## config.mk

```make
export PLATFORM = sky130hd
export DESIGN_NAME = reg_bus_master
export DESIGN_NICKNAME = d
export VERILOG_FILES = /design/src/rtl/reg_bus_pkg.sv /design/src/rtl/reg_bus_master.sv
export SDC_FILE = /design/constraint.sdc
export NUM_CORES = 1
export LEC_CHECK = 0
export BUFFER_PORTS_ARGS = -buffer_cell sky130_fd_sc_hd__buf_2
export CORE_MARGIN = 10
export CORE_UTILIZATION = 47
export CTS_CLUSTER_DIAMETER = 40
export DETAILED_ROUTE_END_ITERATION = 8
export GPL_TIMING_DRIVEN = 0
export PLACE_DENSITY = 0.76
export SYNTH_ARGS = -nofsm -noshare
export SYNTH_HDL_FRONTEND = slang
export SYNTH_SLANG_ARGS = --single-unit
export TNS_END_PERCENT = 10
```

## constraint.sdc

```tcl
create_clock -name Clk_reg -period 2.03 [get_ports Clk_reg]
set_input_delay 0.3045 -clock Clk_reg [delete_from_list [all_inputs] [get_ports Clk_reg]]
set_output_delay 0.3045 -clock Clk_reg [all_outputs]
set_load 0.05 [all_outputs]
```

## src/rtl/reg_bus_pkg.sv

```systemverilog
// Shared types and helpers for the MAC CPU register-bus master.
package reg_bus_pkg;

  typedef enum logic [1:0] {
    OP_READ  = 2'b00,
    OP_WRITE = 2'b01,
    OP_RMW   = 2'b10,
    OP_RSVD  = 2'b11
  } op_t;

  typedef enum logic [2:0] {
    IDLE    = 3'd0,
    RD_ADDR = 3'd1,
    RD_CAP  = 3'd2,
    WR      = 3'd3,
    GAP     = 3'd4,
    RSP     = 3'd5
  } state_t;

  localparam int GAP_CNT_W = 4;

  // Read-modify-write merge: mask bits set take the new data bit.
  function automatic logic [15:0] rmw_merge(input logic [15:0] cur,
                                            input logic [15:0] wdata,
                                            input logic [15:0] mask);
    return (cur & ~mask) | (wdata & mask);
  endfunction

endpackage

```

## src/rtl/reg_bus_master.sv

```systemverilog
// Register-bus initiator: turns host READ / WRITE / RMW commands into
// CSB/WRB/CA/CD_in cycles on the MAC register port, one response per command.
//
// state   | meaning
// --------+-------------------------------------------------------------
// IDLE    | cmd_ready high, waiting for a command
// RD_ADDR | CSB low, WRB high, read address on CA
// RD_CAP  | CSB high, bank's registered CD_out captured
// WR      | CSB low, WRB low, write data on CD_in
// GAP     | bus idle for GAP_CYC cycles, then gap_ret
// RSP     | response held until rsp_ready
module reg_bus_master
  import reg_bus_pkg::*;
#(
  parameter int GAP_CYC = 1,
  parameter int ADDR_W  = 7
) (
  input  logic              Clk_reg,
  input  logic              Reset,
  input  logic              cmd_valid,
  output logic              cmd_ready,
  input  logic [1:0]        cmd_op,
  input  logic [ADDR_W-1:0] cmd_addr,
  input  logic [15:0]       cmd_wdata,
  input  logic [15:0]       cmd_mask,
  output logic              rsp_valid,
  input  logic              rsp_ready,
  output logic [15:0]       rsp_data,
  output logic              rsp_err,
  output logic              CSB,
  output logic              WRB,
  output logic [7:0]        CA,
  output logic [15:0]       CD_in,
  input  logic [15:0]       CD_out,
  output logic              busy
);

  localparam logic                 GAP_EN   = (GAP_CYC > 0);
  localparam logic [GAP_CNT_W-1:0] GAP_LOAD = (GAP_CYC > 0) ? GAP_CNT_W'(GAP_CYC - 1)
                                                            : '0;

  state_t              state;
  state_t              state_nxt;
  state_t              gap_ret;
  op_t                 op_q;
  logic [ADDR_W-1:0]   addr_q;
  logic [15:0]         wdata_q;
  logic [15:0]         mask_q;
  logic [GAP_CNT_W-1:0] gap_cnt;
  logic                accept;
  op_t                 cmd_op_t;

  assign cmd_op_t = op_t'(cmd_op);
  assign accept   = cmd_valid && cmd_ready;

  // State register.
  always_ff @(posedge Clk_reg) begin
    if (!Reset) state <= IDLE;
    else        state <= state_nxt;
  end

  // Next-state decode.
  always_comb begin
    state_nxt = state;
    case (state)
      IDLE: begin
        if (cmd_valid) begin
          case (cmd_op_t)
            OP_READ, OP_RMW: state_nxt = RD_ADDR;
            OP_WRITE:        state_nxt = WR;
            default:         state_nxt = RSP;
          endcase
        end
      end
      RD_ADDR: state_nxt = RD_CAP;
      RD_CAP: begin
        if (GAP_EN)               state_nxt = GAP;
        else if (op_q == OP_RMW)  state_nxt = WR;
        else                      state_nxt = RSP;
      end
      WR:      state_nxt = GAP_EN ? GAP : RSP;
      GAP:     if (gap_cnt == '0) state_nxt = gap_ret;
      RSP:     if (rsp_ready) state_nxt = IDLE;
      default: state_nxt = IDLE;
    endcase
  end

  // Bus strobes and handshake outputs decoded from state.
  always_comb begin
    CSB       = 1'b1;
    WRB       = 1'b1;
    cmd_ready = (state == IDLE) && Reset;
    rsp_valid = (state == RSP);
    busy      = (state != IDLE);
    case (state)
      RD_ADDR: CSB = 1'b0;
      WR: begin
        CSB = 1'b0;
        WRB = 1'b0;
      end
      default: ;
    endcase
  end

  // Command latch, taken once per accepted command.
  always_ff @(posedge Clk_reg) begin
    if (!Reset) begin
      op_q    <= OP_READ;
      addr_q  <= '0;
      wdata_q <= '0;
      mask_q  <= '0;
    end else if (accept) begin
      op_q    <= cmd_op_t;
      addr_q  <= cmd_addr;
      wdata_q <= cmd_wdata;
      mask_q  <= cmd_mask;
    end
  end

  // Response registers; rsp_data doubles as the read-capture register.
  always_ff @(posedge Clk_reg) begin
    if (!Reset) begin
      rsp_data <= '0;
      rsp_err  <= 1'b0;
    end else if (accept) begin
      rsp_data <= '0;
      rsp_err  <= (cmd_op_t == OP_RSVD);
    end else if (state == RD_CAP) begin
      rsp_data <= CD_out;
    end
  end

  // CA / CD_in are loaded only when entering a bus state so they hold between accesses.
  // With no gap an RMW goes RD_CAP -> WR directly, so the merge must use CD_out itself.
  always_ff @(posedge Clk_reg) begin
    if (!Reset) begin
      CA    <= '0;
      CD_in <= '0;
    end else if (state_nxt == RD_ADDR) begin
      CA <= 8'({cmd_addr, 1'b0});
    end else if (state_nxt == WR) begin
      if (state == IDLE) begin
        CA    <= 8'({cmd_addr, 1'b0});
        CD_in <= cmd_wdata;
      end else begin
        CA    <= 8'({addr_q, 1'b0});
        CD_in <= rmw_merge((state == RD_CAP) ? CD_out : rsp_data, wdata_q, mask_q);
      end
    end
  end

  // Gap down-counter and the state to resume once it reaches terminal count.
  always_ff @(posedge Clk_reg) begin
    if (!Reset) begin
      gap_cnt <= '0;
      gap_ret <= RSP;
    end else if (state == RD_CAP) begin
      gap_cnt <= GAP_LOAD;
      gap_ret <= (op_q == OP_RMW) ? WR : RSP;
    end else if (state == WR) begin
      gap_cnt <= GAP_LOAD;
      gap_ret <= RSP;
    end else if (state == GAP && gap_cnt != '0) begin
      gap_cnt <= gap_cnt - 1'b1;
    end
  end

endmodule

```

# [Word level (Yosys, flattened, before mapping)]
# Index checks and enable logic that the tools add are counted.
[totals] register_bits=92 in_bits=61 word_cells=62 output_inout_bits=46
[op_classes] eq_ne=11 n_mux=15 n_addsub=1 n_reduce_logical=17 bitwise_logic=6
[op_table] op="$and 16x16->16" count=2
[op_table] op="$mux 16" count=2
[op_table] op="$mux 8" count=3
[op_table] op="$mux 3" count=6
[op_table] op="$not 16->16" count=1
[op_table] op="$or 16x16->16" count=1
[op_table] op="$pmux 3 s5" count=1
[op_table] op="$reduce_or 2->1" count=5
[op_table] op="$eq 3x2->1 const B" count=3
[op_table] op="$eq 2x2->1 const B" count=3
[op_table] op="$eq 3x1->1 const B" count=2
[op_table] op="$eq 3x3->1 const B" count=2
[op_table] op="$pmux 3 s2" count=1
[op_table] op="$logic_not 4->1" count=1
[op_table] op="$reduce_bool 2->1" count=2
[op_table] op="$reduce_bool 4->1" count=1
[op_table] op="$sub 4x1->4 const B" count=1
[op_table] op="$logic_and 1x1->1" count=3
[op_table] op="$logic_not 3->1" count=1
[op_table] op="$reduce_bool 3->1" count=1
[op_table] op="$reduce_or 3->1" count=1
[op_table] op="$eq 2x1->1 const B" count=1
[op_table] op="$logic_not 2->1" count=1
[op_table] op="$mux 1" count=2
[op_table] op="other kinds (2)" count=3

# [Logic depth before layout (Yosys ltp)]
[depth] word_depth=8 mapped_depth=9 mapped_depth_nobuf=6

# [Worst setup path after synthesis]
# OpenSTA, ideal clock, no wires.
[synth_timing] kind="flip-flop to output port" from="reg state[0]" to="out cmd_ready" required_ps=1725 path_slack_ps=-500 stages_incl_launch_ff=6 arrival_ps=2225 path_cell_list="dfxtp_1 -> buf_6 -> nor3_1 -> clkbuf_1 -> inv_1 -> nor2_1"
[synth_via] elab_chain_len=2
[synth_lines] item="start, declared" line="reg_bus_master.sv:42" source="state_t state;"
[synth_lines] item="start signal, assigned" line="reg_bus_master.sv:59" source="else state <= state_nxt;"
[synth_lines] item="$logic_not 3->1" line="reg_bus_master.sv:92" source="cmd_ready = (state == IDLE) && Reset;"
[synth_lines] item="$logic_and 1x1->1" line="reg_bus_master.sv:92"
[synth_lines] item="end, declared" line="reg_bus_master.sv:21" source="output logic cmd_ready,"
# Every way passes these cells.

# [Final worst setup path]
[layout_timing] from="reg state[0]" to="reg CD_in[8]"
[layout_via] elab_chain_len=6 word_cells_on_any_way=19 classes_between="eq/ne: 7; mux: 6; bitwise: 3; reduce/logical: 3"
[layout_lines] item="$eq 3x2->1 (on tied branches)" line="reg_bus_master.sv:65, reg_bus_master.sv:147"
[layout_lines] item="$reduce_or 2->1 (no source line)"
[layout_lines] item="$pmux 3 s5" line="reg_bus_master.sv:65" source="case (state)"
[layout_lines] item="$eq 3x1->1" line="reg_bus_master.sv:139" source="end else if (state_nxt == RD_ADDR) begin"
[layout_lines] item="$not 1->1 (no source line)"
[layout_lines] item="$reduce_and 2->1 (no source line)"
[layout_lines] item="end signal, assigned" line="reg_bus_master.sv:144" source="CD_in <= cmd_wdata;"
[layout_lines] item="end signal, assigned" line="reg_bus_master.sv:147" source="CD_in <= rmw_merge((state == RD_CAP) ? CD_out : rsp_data, wdata_q, mask_q);"
[layout_lines] item="end, declared" line="reg_bus_master.sv:33" source="output logic [15:0] CD_in,"
# Several ways; a longest one is shown, not always the timed one.
# A chain may end at the register's enable or synchronous reset.

==> qor.txt <==
commonest cells after routing, fill and taps aside - 120 x nand2_1, 106 x buf_2, 85 x dfxtp_1
largest net degree at the start of global routing - 15
status - complete, no violations
worst-margin pin slew - 620 ps
CTS Buf Count - 9
placed cells - 718
die height - 113 microns
PwrDens - 967 nW/um^2
hold_buf cts - 0
reg2reg setup slack - 40 ps
Core Region - 8300 sq um
Total Routing Usage GR - 19.6%
Worst setup SP type - flip-flop
antenna diode count - 0
maximum operating frequency - 0.502 GHz
footprint of the multi-input gates - 2050 sq um
die area - 12,700 sq um
total gr overflow - 0
Slew Limit Fails - 0
first-pass GRT wire length - 20,600 microns
Tot Pwr - 0.00503 W
FF/Latch Area - 1810 sq um
worst min-delay path class - in2reg
hold path start - cmd_mask[1]
syn_nets - 570
RSZ-0062 raised after global routing - true
Yosys warnings - 0
Die Wd - 113 microns
final hold viol count - 0
vias per cell - 5.51
area fraction of the dominant cell type after synthesis - 44.4%
# setup viols final - 0
IO Port Bufs - 105
worst skew pair latency - 360 ps
Internal - 0.00325 W
synthesized flop and latch total - 90
GPL Wtd Cong - 0.881
final wirelength - 12,900 microns
final hold slack - 177 ps
DP HPWL - 9470 microns
1st-iter DRT viols - 228
final worst slack - 39.3 ps
TritonCTS clock tree - yes
Crit path required time - 2300 ps
Worst-path clk slew - 90 ps
critical path arrival - 2260 ps
Cell Area, Synth - 4060 sq um
sequential fraction of the synthesis area - 44.4%
critical path launch point - state[0]$_SDFF_PN0_
peak supply drop - 0.000406 V
Std-Cell Rows - 33
Clock Sinks - 90
relative slew slack - 58.7%
initial antenna violation count - 0
DRT Pass-1 Iters - 5
Worst Skew - 7.72 ps
DP Worst Slack - -229 ps
Starting Density - 48.9%
cell taking the most area after synthesis - dfxtp_1
Worst R2R Start - state[0]$_SDFF_PN0_
total number of vias - 4,126
# IOs - 107
top_reg_cell synth - dfxtp_1
CP endpoint kind - flip-flop
Leak - 2.25 nW
Max FO, Critical Path - 10
Post-synth EDFFs - 0
clock power share - 27.5%
Max Root-Sink Buffers - 2
Nets - 701
final worst path period share - 98.1%
final-layout fill cell count - 708
Crit Path Class - reg2reg
Mapped Cells - 508
mean post-synth cell area - 7.98 sq um
leading cell type in the layout, fill and taps excluded - nand2_1
Sw Share - 35.5%
switching pwr - 0.00178 W
largest cells by area after synthesis - dfxtp_1 44%, nand2_1 11%, a21oi_1 9.5%
combinational share of power - 31.9%
Layout Area Growth over Synthesis - 28.3%
H-tree depth - 3
number of global-route vias before repair - 4,191
Reg power frac - 40.6%
Synth cell types - 40
drt drc - 0
Non-Filler Instances - 749
crit path time final - 1990 ps
Clock Root Buffer - clkbuf_8
max cap viols - 0
ys async rst share - 0%
ANT nets after route - 0
fin util - 62.7%
DR WL/cell - 17.3 microns
share of layout cells above drive strength 1 - 28.0%
cell usage after synthesis (2+ instances only):
library cell / instances
nor2b_1: 2
nor2_1: 40
a22oi_1: 16
or3b_1: 2
nand2b_1: 3
dfxtp_1: 90
nand2_1: 120
buf_6: 4
mux2i_1: 23
nor3_1: 2
and3_1: 3
buf_4: 4
a211oi_1: 23
inv_1: 19
a21oi_1: 77
clkbuf_1: 23
buf_2: 7
xor2_1: 2
nor3b_1: 3
nand3_1: 3
a31oi_1: 23
power by group through the flow:
stage | clock [W] | sequential (W) | combinational, W
2_1_floorplan | 0 | 0.00229 | 0.000820
3_3_place_gp | 0 | 0.00207 | 0.00143
3_5_place_dp | 0 | 0.00208 | 0.00146
4_1_cts | 0.00139 | 0.00204 | 0.00157
5_1_grt | 0.00145 | 0.00206 | 0.00174
6_report | 0.00139 | 0.00204 | 0.00160
path summary, 6_finish.rpt:
kind	to	depth (start not counted)
min	mask_q[1]$_SDFFE_PN0P_	3
max reg2reg	CD_in[8]$_SDFFE_PN0P_	7
max	CD_in[8]$_SDFFE_PN0P_	7
min reg2reg	addr_q[0]$_SDFFE_PN0P_	2
critical path, cell delays in order, from the launching register on:
cell,delay [ps]
dfxtp_2,370
buf_6,160
or3b_1,380
buf_2,200
buf_6,180
mux2i_1,220
a22oi_1,120
a211oi_1,270
kinds of logic (layout without fill, tap and decap cells):
kind of cell | count (synthesis) | count (layout) | synth area share, %
other | 1 | 1 | 0.0925
and+or+nand+nor | 186 | 186 | 19.7
buffers and inverters | 58 | 194 | 6.70
AOI/OAI and AO/OA | 146 | 146 | 22.5
muxes | 23 | 23 | 5.68
xor gates and xnor gates | 3 | 3 | 0.648
DFF | 90 | 90 | 44.4
adders and majority gates | 1 | 1 | 0.308
flip-flops by register name, indices dropped and copies added, names as in the netlist:
| register | cells |
|---|---|
| CD_in | 16 |
| state | 3 |
| CA | 7 |
| gap_ret | 2 |
| gap_cnt | 4 |
| wdata_q | 16 |
| addr_q | 7 |
| mask_q | 16 |
| rsp_err | 1 |
| op_q | 2 |
| rsp_data | 16 |
layer usage:
metal	vias to the layer above	wire length [microns]	global-route usage, %
met5	-	0	0
met4	0	214	5.92
met3	19	1050	5.81
met2	167	6480	34.5
met1	1928	5190	22.2
li1	2012	-	-
cell type report:
type,count,area share [%]
Multi-Input combinational cell,360,39.4
Sequential cell,90,34.7
Timing Repair Buffer,122,13.1
Buffer,36,4.28
Clock buffer,12,2.98
Tap cell,105,2.52
Inverter,20,1.51
Clock inverter,4,1.42
timing repair:
| action | CTS | global route |
|---|---|---|
| gates cloned | 2 | 0 |
| pin swaps | 6 | 9 |
| endpoints found under the setup margin | 58 | 28 |
| hold endpoints to repair | 0 | 0 |
| gates resized for setup | 31 | 19 |
| setup buffers | 11 | 4 |
per-stage QoR:
stage	area [sq um]	setup TNS (ps)
final	5200	0
after global routing	5200	-62.5
after CTS	5160	-472
after detailed placement	4730	-5010
after global placement	4730	-3340
after floorplan	4070	0
(Power assumes the default switching activity.)
